===== config.mk =====
export PLATFORM = sky130hd
export DESIGN_NAME = program_counter_stack_flat
export DESIGN_NICKNAME = d
export VERILOG_FILES = /design/src/rtl/program_counter_stack_pkg.sv /design/src/rtl/program_counter_stack_if.sv /design/src/rtl/program_counter_stack_return_stack.sv /design/src/rtl/program_counter_stack.sv /design/src/flat_wrapper.sv
export SDC_FILE = /design/constraint.sdc
export NUM_CORES = 1
export LEC_CHECK = 0
export ABC_AREA = 1
export CAP_MARGIN = 20
export CORE_ASPECT_RATIO = 1.25
export CORE_MARGIN = 2
export CORE_UTILIZATION = 45
export DETAILED_ROUTE_END_ITERATION = 7
export PLACE_DENSITY = 0.61
export SLEW_MARGIN = 5
export SYNTH_ARGS = -nofsm -noshare
export SYNTH_HDL_FRONTEND = slang
export SYNTH_HIERARCHICAL = 1
export SYNTH_SLANG_ARGS = --single-unit

===== constraint.sdc =====
create_clock -name clock -period 7.7 [get_ports clock]
set_input_delay 0.77 -clock clock [delete_from_list [all_inputs] [get_ports clock]]
set_output_delay 0.77 -clock clock [all_outputs]
set_load 0.02 [all_outputs]

===== src/rtl/program_counter_stack_pkg.sv =====
// Shared opcode definitions for the tau fetch-stage program counter.
// Optional build macro PC_STACK_GUARD_EN is consumed by program_counter_stack.
package pc_pkg;

    localparam int PC_OP_W = 3;

    // Encodings 6 and 7 are reserved and execute as HOLD.
    typedef enum logic [PC_OP_W-1:0] {
        OP_HOLD   = 3'd0,
        OP_INC    = 3'd1,
        OP_LOAD   = 3'd2,
        OP_BRANCH = 3'd3,
        OP_CALL   = 3'd4,
        OP_RET    = 3'd5
    } pc_op_t;

    // Width of an occupancy counter that must represent 0..depth inclusive.
    function automatic int count_width(input int depth);
        return $clog2(depth) + 1;
    endfunction

endpackage


===== src/rtl/program_counter_stack_if.sv =====
// Control/status bundle between the fetch sequencer (master) and the program counter (slave).
interface program_counter_stack_if
    import pc_pkg::*;
#(
    parameter int ADDRESS_WIDTH = 16,
    parameter int STACK_DEPTH   = 8
);

    localparam int DEPTH_W = count_width(STACK_DEPTH);

    logic                     enable;
    pc_op_t                   op;
    logic [ADDRESS_WIDTH-1:0] address;
    logic [ADDRESS_WIDTH-1:0] offset;
    logic [ADDRESS_WIDTH-1:0] data;
    logic [ADDRESS_WIDTH-1:0] return_address;
    logic [DEPTH_W-1:0]       depth;
    logic                     stack_empty;
    logic                     stack_full;
    logic                     fault;

    modport master (
        output enable, op, address, offset,
        input  data, return_address, depth, stack_empty, stack_full, fault
    );

    modport slave (
        input  enable, op, address, offset,
        output data, return_address, depth, stack_empty, stack_full, fault
    );

endinterface


===== src/rtl/program_counter_stack_return_stack.sv =====
// Return-address LIFO with a circular write pointer: a push while full overwrites
// the oldest entry; overflow/underflow policy belongs to the parent.
module return_stack
    import pc_pkg::*;
#(
    parameter int WIDTH = 16,
    parameter int DEPTH = 8
) (
    input  logic                         clock,
    input  logic                         reset,
    input  logic                         push,
    input  logic                         pop,
    input  logic [WIDTH-1:0]             wdata,
    output logic [WIDTH-1:0]             top,
    output logic [count_width(DEPTH)-1:0] depth,
    output logic                         full,
    output logic                         empty
);

    localparam int PTR_W   = $clog2(DEPTH);
    localparam int DEPTH_W = count_width(DEPTH);

    logic [WIDTH-1:0]   mem [DEPTH];
    logic [PTR_W-1:0]   wr_ptr;
    logic [PTR_W-1:0]   top_ptr;
    logic [DEPTH_W-1:0] count;

    // NOTE: the storage array has no reset; stale entries are never visible
    // because top is masked while count is zero, and skipping the reset lets
    // the array map onto plain RAM cells.
    always_ff @(posedge clock) begin
        if (push) begin
            mem[wr_ptr] <= wdata;
        end
    end

    // NOTE: state registers use non-blocking assignments so every always_ff
    // samples the pre-edge value of its neighbours.
    always_ff @(posedge clock) begin
        if (reset) begin
            wr_ptr <= '0;
            count  <= '0;
        end else if (push) begin
            wr_ptr <= wr_ptr + PTR_W'(1);
            if (!full) begin
                count <= count + DEPTH_W'(1);
            end
        end else if (pop && !empty) begin
            wr_ptr <= wr_ptr - PTR_W'(1);
            count  <= count - DEPTH_W'(1);
        end
    end

    // The pointer wraps modulo DEPTH, so the newest entry always sits just below it.
    assign top_ptr = wr_ptr - PTR_W'(1);
    assign empty   = (count == '0);
    assign full    = (count == DEPTH_W'(DEPTH));
    assign depth   = count;
    assign top     = empty ? '0 : mem[top_ptr];

endmodule


===== src/rtl/program_counter_stack.sv =====
// Fetch-stage program counter with increment, load, relative branch and call/return.
// Define PC_STACK_GUARD_EN to drop overflowing CALLs / underflowing RETs and raise a sticky fault.
module program_counter_stack
    import pc_pkg::*;
#(
    parameter int ADDRESS_WIDTH = 16,
    parameter int STACK_DEPTH   = 8,
    parameter int STEP          = 1,
    parameter int RESET_VECTOR  = 0
) (
    input  logic                    clock,
    input  logic                    reset,
    program_counter_stack_if.slave  bus
);

    localparam int                       DEPTH_W  = count_width(STACK_DEPTH);
    localparam logic [ADDRESS_WIDTH-1:0] STEP_W   = ADDRESS_WIDTH'(STEP);
    localparam logic [ADDRESS_WIDTH-1:0] RESET_PC = ADDRESS_WIDTH'(RESET_VECTOR);

    logic [ADDRESS_WIDTH-1:0] pc_q;
    logic [ADDRESS_WIDTH-1:0] pc_d;
    logic [ADDRESS_WIDTH-1:0] pc_seq;
    logic [ADDRESS_WIDTH-1:0] stk_top;
    logic [DEPTH_W-1:0]       stk_depth;
    logic                     stk_full;
    logic                     stk_empty;
    logic                     push;
    logic                     pop;
`ifdef PC_STACK_GUARD_EN
    logic                     fault_set;
    logic                     fault_q;
`endif

    assign pc_seq = pc_q + STEP_W;

    // NOTE: every output of this block gets a default before the case so no
    // path leaves a signal unassigned, which would otherwise infer a latch.
    always_comb begin
        pc_d = pc_q;
        push = 1'b0;
        pop  = 1'b0;
`ifdef PC_STACK_GUARD_EN
        fault_set = 1'b0;
`endif
        if (bus.enable) begin
            case (bus.op)
                OP_INC:    pc_d = pc_seq;
                OP_LOAD:   pc_d = bus.address;
                OP_BRANCH: pc_d = pc_q + bus.offset;
                OP_CALL: begin
`ifdef PC_STACK_GUARD_EN
                    if (stk_full) begin
                        fault_set = 1'b1;
                    end else begin
                        push = 1'b1;
                        pc_d = bus.address;
                    end
`else
                    push = 1'b1;
                    pc_d = bus.address;
`endif
                end
                OP_RET: begin
                    if (stk_empty) begin
`ifdef PC_STACK_GUARD_EN
                        fault_set = 1'b1;
`else
                        pc_d = pc_seq;
`endif
                    end else begin
                        pop  = 1'b1;
                        pc_d = stk_top;
                    end
                end
                default: pc_d = pc_q;
            endcase
        end
    end

    always_ff @(posedge clock) begin
        if (reset) begin
            pc_q <= RESET_PC;
        end else begin
            pc_q <= pc_d;
        end
    end

`ifdef PC_STACK_GUARD_EN
    always_ff @(posedge clock) begin
        if (reset) begin
            fault_q <= 1'b0;
        end else if (fault_set) begin
            fault_q <= 1'b1;
        end
    end

    assign bus.fault = fault_q;
`else
    assign bus.fault = 1'b0;
`endif

    // Reset outranks any op, so a CALL issued during reset must not touch the RAM.
    return_stack #(
        .WIDTH (ADDRESS_WIDTH),
        .DEPTH (STACK_DEPTH)
    ) u_return_stack (
        .clock (clock),
        .reset (reset),
        .push  (push && !reset),
        .pop   (pop),
        .wdata (pc_seq),
        .top   (stk_top),
        .depth (stk_depth),
        .full  (stk_full),
        .empty (stk_empty)
    );

    assign bus.data           = pc_q;
    assign bus.return_address = stk_top;
    assign bus.depth          = stk_depth;
    assign bus.stack_empty    = stk_empty;
    assign bus.stack_full     = stk_full;

endmodule


===== src/flat_wrapper.sv =====
// flat-port wrapper written by rule: the top's interface ports become plain ports
module program_counter_stack_flat import pc_pkg::*;
#(
    parameter int ADDRESS_WIDTH = 16,
    parameter int STACK_DEPTH   = 8,
    parameter int STEP          = 1,
    parameter int RESET_VECTOR  = 0
)
  (clock, reset, bus_enable, bus_op, bus_address, bus_offset, bus_data, bus_return_address, bus_depth, bus_stack_empty, bus_stack_full, bus_fault);
  program_counter_stack_if #(.ADDRESS_WIDTH(ADDRESS_WIDTH), .STACK_DEPTH(STACK_DEPTH)) bus_i ();
  input  logic clock;
  input  logic reset;
  input wire logic [$bits(bus_i.enable)-1:0] bus_enable;
  input wire logic [$bits(bus_i.op)-1:0] bus_op;
  input wire logic [$bits(bus_i.address)-1:0] bus_address;
  input wire logic [$bits(bus_i.offset)-1:0] bus_offset;
  output wire logic [$bits(bus_i.data)-1:0] bus_data;
  output wire logic [$bits(bus_i.return_address)-1:0] bus_return_address;
  output wire logic [$bits(bus_i.depth)-1:0] bus_depth;
  output wire logic [$bits(bus_i.stack_empty)-1:0] bus_stack_empty;
  output wire logic [$bits(bus_i.stack_full)-1:0] bus_stack_full;
  output wire logic [$bits(bus_i.fault)-1:0] bus_fault;
  assign bus_i.enable = bus_enable;
  assign bus_i.op = bus_op;
  assign bus_i.address = bus_address;
  assign bus_i.offset = bus_offset;
  assign bus_data = bus_i.data;
  assign bus_return_address = bus_i.return_address;
  assign bus_depth = bus_i.depth;
  assign bus_stack_empty = bus_i.stack_empty;
  assign bus_stack_full = bus_i.stack_full;
  assign bus_fault = bus_i.fault;
  program_counter_stack #(.ADDRESS_WIDTH(ADDRESS_WIDTH), .STACK_DEPTH(STACK_DEPTH), .STEP(STEP), .RESET_VECTOR(RESET_VECTOR)) u_core (.clock(clock), .reset(reset), .bus(bus_i));
endmodule

-- Yosys cells after proc, flatten, opt, wreduce, memory -nomap -nowiden
Memories as Yosys holds them, arrays and structs flattened.
Index checks and enable logic that the tools add are counted.
- eq/ne operators: 7
- $lt $le $gt $ge: 0
- bitwise gates (word level): 0
- shift-type cells: 0
- mux-type cells: 15
- $add $sub $neg: 6
- reductions and logical operators: 10
- multipliers: 0
- divide/modulo/power cells: 0
- operators by type and width (operator ; number):
    $pmux 16 s4 ; 1
    $mux 16 ; 2
    $add 16x1->16 const B ; 1
    $add 16x16->16 ; 1
    $mux 4 ; 3
    $mux 1 ; 7
    $eq 3x2->1 const B ; 2
    $eq 3x3->1 const B ; 2
    $mux 3 ; 2
    $add 4x1->4 const B ; 1
    $eq 4x4->1 const B ; 1
    $logic_not 4->1 ; 1
    $reduce_and 2->1 ; 2
    $reduce_bool 4->1 ; 1
    $sub 4x1->4 const B ; 1
    $add 3x1->3 const B ; 1
    $eq 3x1->1 const B ; 1
    $sub 3x1->3 const B ; 1
    $logic_and 1x1->1 ; 2
    $logic_not 1->1 ; 2
    $ne 2x2->1 const B ; 1
    $reduce_bool 2->1 ; 1
    $reduce_or 2->1 ; 1
- memories: 1
- output and inout bits: 39
- logic and storage cells: 42
- memory bits (read-only): 0
- register bits: 23
- RAM bits: 128
- bits of input ports: 38
- latch bits: 0
- memories (memory ; words ; width ; rd ports ; clocked after memory_dff ; wr ports ; line ; RTL):
    u_core.u_return_stack.mem ; 8 ; 16 ; 1 ; 0 ; 1 ; program_counter_stack_return_stack.sv:23 ; logic [WIDTH-1:0] mem [DEPTH];

-- Depth between registers and ports, before layout
Gate-level depths: netlist (run 1).
- depth in word-level cells: 7
- depth in mapped cells: 20
- mapped depth without buffers: 16

-- Hierarchy
Netlist (run 1), hierarchy kept.
- by module, submodules not included (module ; area each (sq um) ; seq. area each (sq um) ; cells each ; instances):
    return_stack ; 5683.0 ; 3983.8 ; 523 ; 1
    program_counter_stack ; 2492.4 ; 320.3 ; 472 ; 1

-- Worst setup path after synthesis (run 1)
Ideal clock, no wire load.
- path kind: register to output
- from: register u_core.u_return_stack.wr_ptr[0]
- to: output port bus_return_address[7]
- arrival time: 1997 ps
- buffers on the path: 4
- path slack: 4933 ps
- data required time: 6930 ps
- stages on the path, launching flop included: 13
- cells stage by stage: dfxtp_1 inv_2 buf_2 buf_2 ha_1 buf_2 inv_1 buf_2 nor2_1 o21ai_0 nand3_1 nand2_1 nor2_1
- word-level cells in the longest chain between the ends: 3
- ends and longest elaborated chain (item ; line ; RTL):
    from (decl) ; program_counter_stack_return_stack.sv:24 ; logic [PTR_W-1:0] wr_ptr;
    from (signal assigned) ; program_counter_stack_return_stack.sv:44 ; wr_ptr <= wr_ptr + PTR_W'(1);
    from (signal assigned) ; program_counter_stack_return_stack.sv:49 ; wr_ptr <= wr_ptr - PTR_W'(1);
    $sub 3x1->3 ; program_counter_stack_return_stack.sv:55 ; assign top_ptr = wr_ptr - PTR_W'(1);
    $mem_v2 8x16 ; - ;
    $mux 16 ; program_counter_stack_return_stack.sv:59 ; assign top = empty ? '0 : mem[top_ptr];
    to (decl) ; flat_wrapper.sv:18 ; output wire logic [$bits(bus_i.return_address)-1:0] bus_return_address;
Every way passes these cells.

-- Final worst setup path (run 1)
- from: register u_core.u_return_stack.wr_ptr[1]
- to: output port bus_return_address[12]
Same word-level chain as after synthesis.

==> flow_metrics.py, run 1 <==
metrics = {
    "timing": {
        "relSlewSlack_pct": 34.8,
        "setup_tns_ns": 0,
        "rsz0062_at_grt": "no",
        "worst_slack_ns": 3.41,
        "setup_violations": 0,
        "fin_crit_sh_pct": 55.7,
        "worstMarginPinSlew_ns": 0.971,
        "max_freq_ghz": 0.233,
        "hold_violations": 0,
        "period_needed_ns": 4.29,
        "fin_skew_ns": 0.0152,
        "drv_slew": 0,
        "timing.hold.ws_ns": 0.555,
    },
    "placed_design": {
        "dp_slack_ns": 3.83,
        "routabilityCongestion": 0.908,
        "portBuffers": 75,
        "dp_cells": 1275,
        "hpwl_um": 15200,
    },
    "synth": {
        "synth.distinct_cells": 35,
        "yosysMostFrequentCell": "nand2_1",
        "ys.warnings.count": 6,
        "synthTopCellsByArea": "edfxtp_1, nand2_1, nor2_1",
        "synth_edf_count": 128,
        "synth_commonest_cells": "nand2_1, nor2_1, edfxtp_1",
        "netlist.area_leader.share_pct": 47.0,
        "synthCells": 995,
        "synth.avg_cell_area_um2": 8.22,
        "syn_nets": 1055,
        "synth_area_um2": 8180,
        "async_reset_ff_share_pct": 0,
        "synth_seq_area_share_pct": 52.6,
        "synth_largest_area_cell": "edfxtp_1",
        "synth_flop_cell": "edfxtp_1",
        "synth-seq-cells": 151,
    },
    "min_path": {
        "hold_path_class": "reg2reg",
        "min_path_cells": 2,
        "min_from": "u_core/bus.data[15]",
    },
    "critical_path": {
        "slowest_stage": "clkdlybuf4s50_1",
        "rr_worst_depth": 18,
        "arrival_ns": 3.52,
        "worstSetupPathType": "reg2out",
        "crit_family": "buffers and inverters",
        "crit_top_cell": "nor2_1",
        "cp_max_fo": 32,
        "worstPathRequired_ns": 6.93,
        "startpoint_type": "flip-flop",
        "setup.worst_path.start": "u_core/u_return_stack/wr_ptr[1]",
        "r2r_start": "u_core/u_return_stack/wr_ptr[1]",
        "crit_chain": "inv_1 -> ha_1 -> buf_4 -> inv_1 -> buf_4 -> nor2_1 -> o21ai_0 -> nand2_1 -> nor2_1 -> nor2_1 -> clkdlybuf4s50_1",
        "cpPeakStageDelay_ns": 0.67,
        "crit_cells": 11,
        "cp-end-kind": "output port",
        "worst-path-buf-inv": 5,
    },
    "detailed_routing": {
        "drc_errors": 0,
        "topRoutingLayerUsed": "met4",
        "route.vias.total": 6846,
        "ant_nets": 0,
        "vias_per_cell": 5.24,
        "detail_route.wirelength_um": 21900,
        "firstDrtPassIters": 5,
        "wl_met1_um": 9540,
        "initialDrtViolationCount": 615,
        "routedWlPerCell_um": 16.8,
        "met3WireLength_um": 1050,
        "wl_met2_um": 11000,
    },
    "floorplan": {
        "die_h_um": 155,
        "die-area_um2": 19300,
        "io_pins": 77,
        "rows": 55,
        "core_area_um2": 18000,
        "start_util_pct": 45.5,
        "die_x_um": 125,
    },
    "grt": {
        "overflow": 0,
        "grt_max_degree": 68,
        "grt.total_usage_pct": 22.8,
        "grt_antenna_before_repair": 0,
        "grt_pass1_vias": 6328,
        "grt_pass1_wl_um": 34500,
    },
    "clock_tree": {
        "cts-resized-gates": 0,
        "cts_max_level": 4,
        "cts_sinks": 151,
        "clk_latency_ns": 0.42,
        "cts_inserted_buffers": 17,
        "root_buffer": "clkbuf_16",
        "clk_pin_slew_ns": 0.06,
        "hold_buffers": 0,
        "cts_setup_buffers": 0,
        "cts_tree": "yes",
        "max-clock-path-buffers": 2,
    },
    "pwr": {
        "ir_drop_uv": 216,
        "p_per_area_nw_per_um2": 202,
        "p_leak_nw": 4.00,
        "p_total_mw": 1.95,
    },
    "run": {
        "cap_violations": 0,
    },
    "final_layout": {
        "layout.nets": 1126,
        "fin_cells": 1307,
        "antenna_cells": 0,
        "drive_gt1_share_pct": 5.93,
        "areaGrowthSynthToFinish_pct": 18.3,
        "n_fill_cell": 1702,
    },
    "status": {
        "outcome": "finished, final reports clean",
    },
}
==> flip-flops by register name, summed over array words and instances, names as in the netlist <==
signal and count:
u_core/bus.data 16, u_core/u_return_stack/mem 128, u_core/u_return_stack/depth 4, u_core/u_return_stack/wr_ptr 3
==> cell usage in the layout, fill, tap and decap left out, types with 2 or more instances in the layout <==
cell type        synthesis  layout
ha_1                    20      20
inv_6                    0       5
nor2_1                 224     224
fa_1                     2       2
o21ai_2                  2       2
or2_2                    3       3
a31oi_1                  8       8
clkbuf_16                0      17
nand2_1                228     228
clkinvlp_4               0       4
clkdlybuf4s50_1          0      75
inv_8                    0       4
inv_2                    7       7
nand3_1                 61      61
edfxtp_1               128     128
nor3_1                   7       7
buf_4                    5      13
a21oi_1                 38      38
o21ai_0                 41      41
nand3b_1                 8       8
a22oi_1                  3       3
nor2_2                   3       3
a32o_1                   2       2
nand4_1                  5       5
o21ai_1                 38      38
dfxtp_1                 23      22
inv_1                   88      88
and2_1                   3       3
xor2_1                   7       7
nand2_2                  3       3
==> through the flow <==
stage,utilization (%),cell area (µm²)
floorplan,-,8180
global placement,50.6,9090
detailed placement,50.8,9120
CTS,53.9,9670
global route,53.9,9670
finish,53.9,9670
==> final cells by class <==
type	count	area [µm²]	share of cell area, %
sequential	151	4310	44.5
multi-input combinational	712	3290	34.0
tap	228	285	2.95
clock inverter	15	131	1.36
timing repair buffer	89	876	9.05
inverter	95	357	3.69
clock buffer	17	425	4.40
==> worst paths after layout <==
path         slack (ns)                      to
min                0.55     u_core/bus.data[15]
min reg2reg        0.55     u_core/bus.data[15]
max reg2reg        4.65     u_core/bus.data[13]
max                3.41  bus_return_address[12]
==> worst min-delay path, cell delays in order, from the launching register on <==
cell and delay, ns:
dfxtp_1 0.36, nand2_1 0.09, a21oi_1 0.06
==> report_power, final <==
group	internal [mW]	switching [mW]
Combinational	0.0951	0.165
Sequential	0.899	0.0130
Clock	0.425	0.353
Total	1.42	0.531
==> cells by family (layout without fill, tap and decap cells) <==
logic type / count (synthesis) / after routing / share of synthesized area, %
simple gates: 547 / 547 / 27.1
flops: 151 / 151 / 52.6
compound gates: 134 / 134 / 8.71
buf+inv: 132 / 216 / 7.07
fa+ha+maj: 22 / 22 / 3.55
xor+xnor: 8 / 8 / 0.857
other cells: 1 / 1 / 0.0459
==> metal layers <==
metal,GRT usage [%],vias to the layer above
li1,-,3413
met1,30.1,3190
met2,39.6,217
met3,3.08,26
met4,6.37,0
met5,0,-
Power figures use the tool's default switching activity.
==> run 2: changes to the inputs <==
--- a/config.mk
+++ b/config.mk
@@ -11,7 +11,7 @@
 export CORE_MARGIN = 2
 export CORE_UTILIZATION = 45
 export DETAILED_ROUTE_END_ITERATION = 7
-export PLACE_DENSITY = 0.61
+export PLACE_DENSITY = 0.64
 export SLEW_MARGIN = 5
 export SYNTH_ARGS = -nofsm -noshare
 export SYNTH_HDL_FRONTEND = slang
==> constraint.sdc (replaced) <==
create_clock -name clock -period 3.8 [get_ports clock]
set_input_delay 0.38 -clock clock [delete_from_list [all_inputs] [get_ports clock]]
set_output_delay 0.38 -clock clock [all_outputs]
set_load 0.02 [all_outputs]
==> flow_metrics.py, run 2 (same netlist as run 1, synthesis figures left out) <==
metrics = {
    "critical_path": {
        "r2r_setup_slack_ns": 1.03,
        "arrival_ns": 3.24,
        "crit_chain": "inv_1 -> ha_1 -> inv_1 -> buf_4 -> nor2_1 -> o21ai_0 -> nand3_1 -> nand2_1 -> nor2_1 -> clkdlybuf4s50_1",
        "cp_max_fo": 32,
        "slowest_stage": "clkdlybuf4s50_1",
        "r2r_start": "u_core/u_return_stack/wr_ptr[1]",
        "rr_worst_depth": 17,
        "cpPeakStageDelay_ns": 0.68,
        "worst-path-buf-inv": 4,
        "worstPathRequired_ns": 3.42,
        "crit_family": "buffers and inverters",
        "worst_r2r_endpoint": "u_core/bus.data[13]",
        "startpoint_type": "flip-flop",
        "worstSetupPathType": "reg2out",
        "cp-end-kind": "output port",
    },
    "final_layout": {
        "fin_cells": 1310,
        "drive_gt1_share_pct": 6.28,
        "layout.nets": 1129,
        "areaGrowthSynthToFinish_pct": 19.2,
        "final_util_pct": 54.2,
        "final_common_cell": "nand2_1",
        "mostFrequentLayoutCells": "nand2_1, nor2_1, edfxtp_1, inv_1, clkdlybuf4s50_1",
        "antenna_cells": 0,
        "top_register": "u_core/u_return_stack/mem",
        "largest_reg_flops": 128,
    },
    "detailed_routing": {
        "detail_route.wirelength_um": 22300,
        "drc_errors": 0,
        "vias_per_cell": 5.29,
        "ant_nets": 0,
        "initialDrtViolationCount": 578,
        "firstDrtPassIters": 5,
        "route.vias.total": 6930,
        "routedWlPerCell_um": 17.1,
    },
    "placed_design": {
        "dp_cells": 1278,
        "portBuffers": 75,
        "hpwl_um": 15400,
        "routabilityCongestion": 0.968,
    },
    "run": {
        "cap_violations": 0,
    },
    "clock_tree": {
        "cts_tree": "yes",
        "root_buffer": "clkbuf_16",
        "cts_setup_buffers": 0,
        "clk_latency_ns": 0.43,
        "cts_inserted_buffers": 17,
        "hold_buffers": 0,
        "max-clock-path-buffers": 2,
        "cts_sinks": 151,
        "cts-resized-gates": 0,
        "clk_pin_slew_ns": 0.06,
        "cts_max_level": 4,
    },
    "timing": {
        "setup_violations": 0,
        "max_freq_ghz": 0.276,
        "setup_tns_ns": 0,
        "fin_crit_sh_pct": 95.3,
        "worstMarginPinSlew_ns": 0.879,
        "rsz0062_at_grt": "no",
        "hold_violations": 0,
        "fin_skew_ns": 0.0174,
        "period_needed_ns": 3.62,
        "relSlewSlack_pct": 41.4,
        "drv_slew": 0,
    },
    "min_path": {
        "min_path_cells": 2,
        "hold_path_class": "reg2reg",
        "worst_hold_path.endpoint": "u_core/bus.data[15]",
        "min_from": "u_core/bus.data[15]",
    },
    "grt": {
        "grt_max_degree": 68,
        "overflow": 0,
        "grt_pass1_vias": 6673,
        "grt.total_usage_pct": 23.5,
        "grt_pass1_wl_um": 35300,
        "grt_antenna_before_repair": 0,
    },
    "status": {
        "outcome": "finished, final reports clean",
    },
    "pwr": {
        "ir_drop_uv": 370,
        "p_leak_nw": 4.04,
        "p_per_area_nw_per_um2": 413,
    },
    "floorplan": {
        "rows": 55,
        "core_area_um2": 18000,
        "io_pins": 77,
        "die_h_um": 155,
        "die-area_um2": 19300,
        "start_util_pct": 45.5,
        "die_x_um": 125,
    },
}
==> run 2: worst max path at each step <==
stage                     cells after the start                       startpoint  slack, ns                      to
after floorplan                              20  u_core/u_return_stack/wr_ptr[0]       1.24     u_core/bus.data[13]
after global placement                       10  u_core/u_return_stack/wr_ptr[1]       0.76  bus_return_address[15]
after detailed placement                     10  u_core/u_return_stack/wr_ptr[1]       0.64  bus_return_address[15]
after CTS                                    10  u_core/u_return_stack/wr_ptr[1]       0.18  bus_return_address[15]
after global routing                         10  u_core/u_return_stack/wr_ptr[1]       0.03  bus_return_address[15]
final                                        10  u_core/u_return_stack/wr_ptr[1]       0.18  bus_return_address[15]
==> run 2: routing by layer <==
layer	GRT usage, %	vias to the layer above	wire length (µm)
li1	-	3425	-
met1	29.2	3233	9170
met2	41.1	232	11400
met3	3.11	40	1150
met4	10.0	0	673
met5	0	-	0
==> run 2: cell type report <==
cell class,count,area (µm²)
Sequential cell,151,4310
Clock inverter,15,161
Multi-Input combinational cell,712,3290
Tap cell,228,285
Fill cell,1661,8220
Inverter,95,357
Clock buffer,17,425
Timing Repair Buffer,92,916
==> run 2: worst register-to-register path, delay by kind of cell, from the launching register on <==
kind,cells,cell delay [ns]
simple gates,10,1.08
fa+ha+maj,1,0.56
buf+inv,4,0.47
flops,1,0.40
compound gates,2,0.22
==> run 2: where the power goes <==
| group | switching (mW) | internal, mW | leakage [nW] |
|---|---|---|---|
| sequential | 0.0271 | 1.82 | 1.41 |
| combinational | 0.334 | 0.192 | 2.34 |
| clock | 0.724 | 0.931 | 0.284 |
| total | 1.08 | 2.94 | 4.04 |
==> run 2: per-stage QoR <==
stage / hold WS (ns) / setup WS (ns) / area, µm² / power, mW
after detailed placement: 0.540 / 0.638 / 9160 / 2.41
after global routing: 0.563 / 0.0307 / 9740 / 4.18
after CTS: 0.549 / 0.178 / 9740 / 4.05
after global placement: 0.527 / 0.756 / 9160 / 2.40
after floorplan: 0.449 / 1.24 / 8180 / 2.21
final: 0.564 / 0.179 / 9740 / 4.03
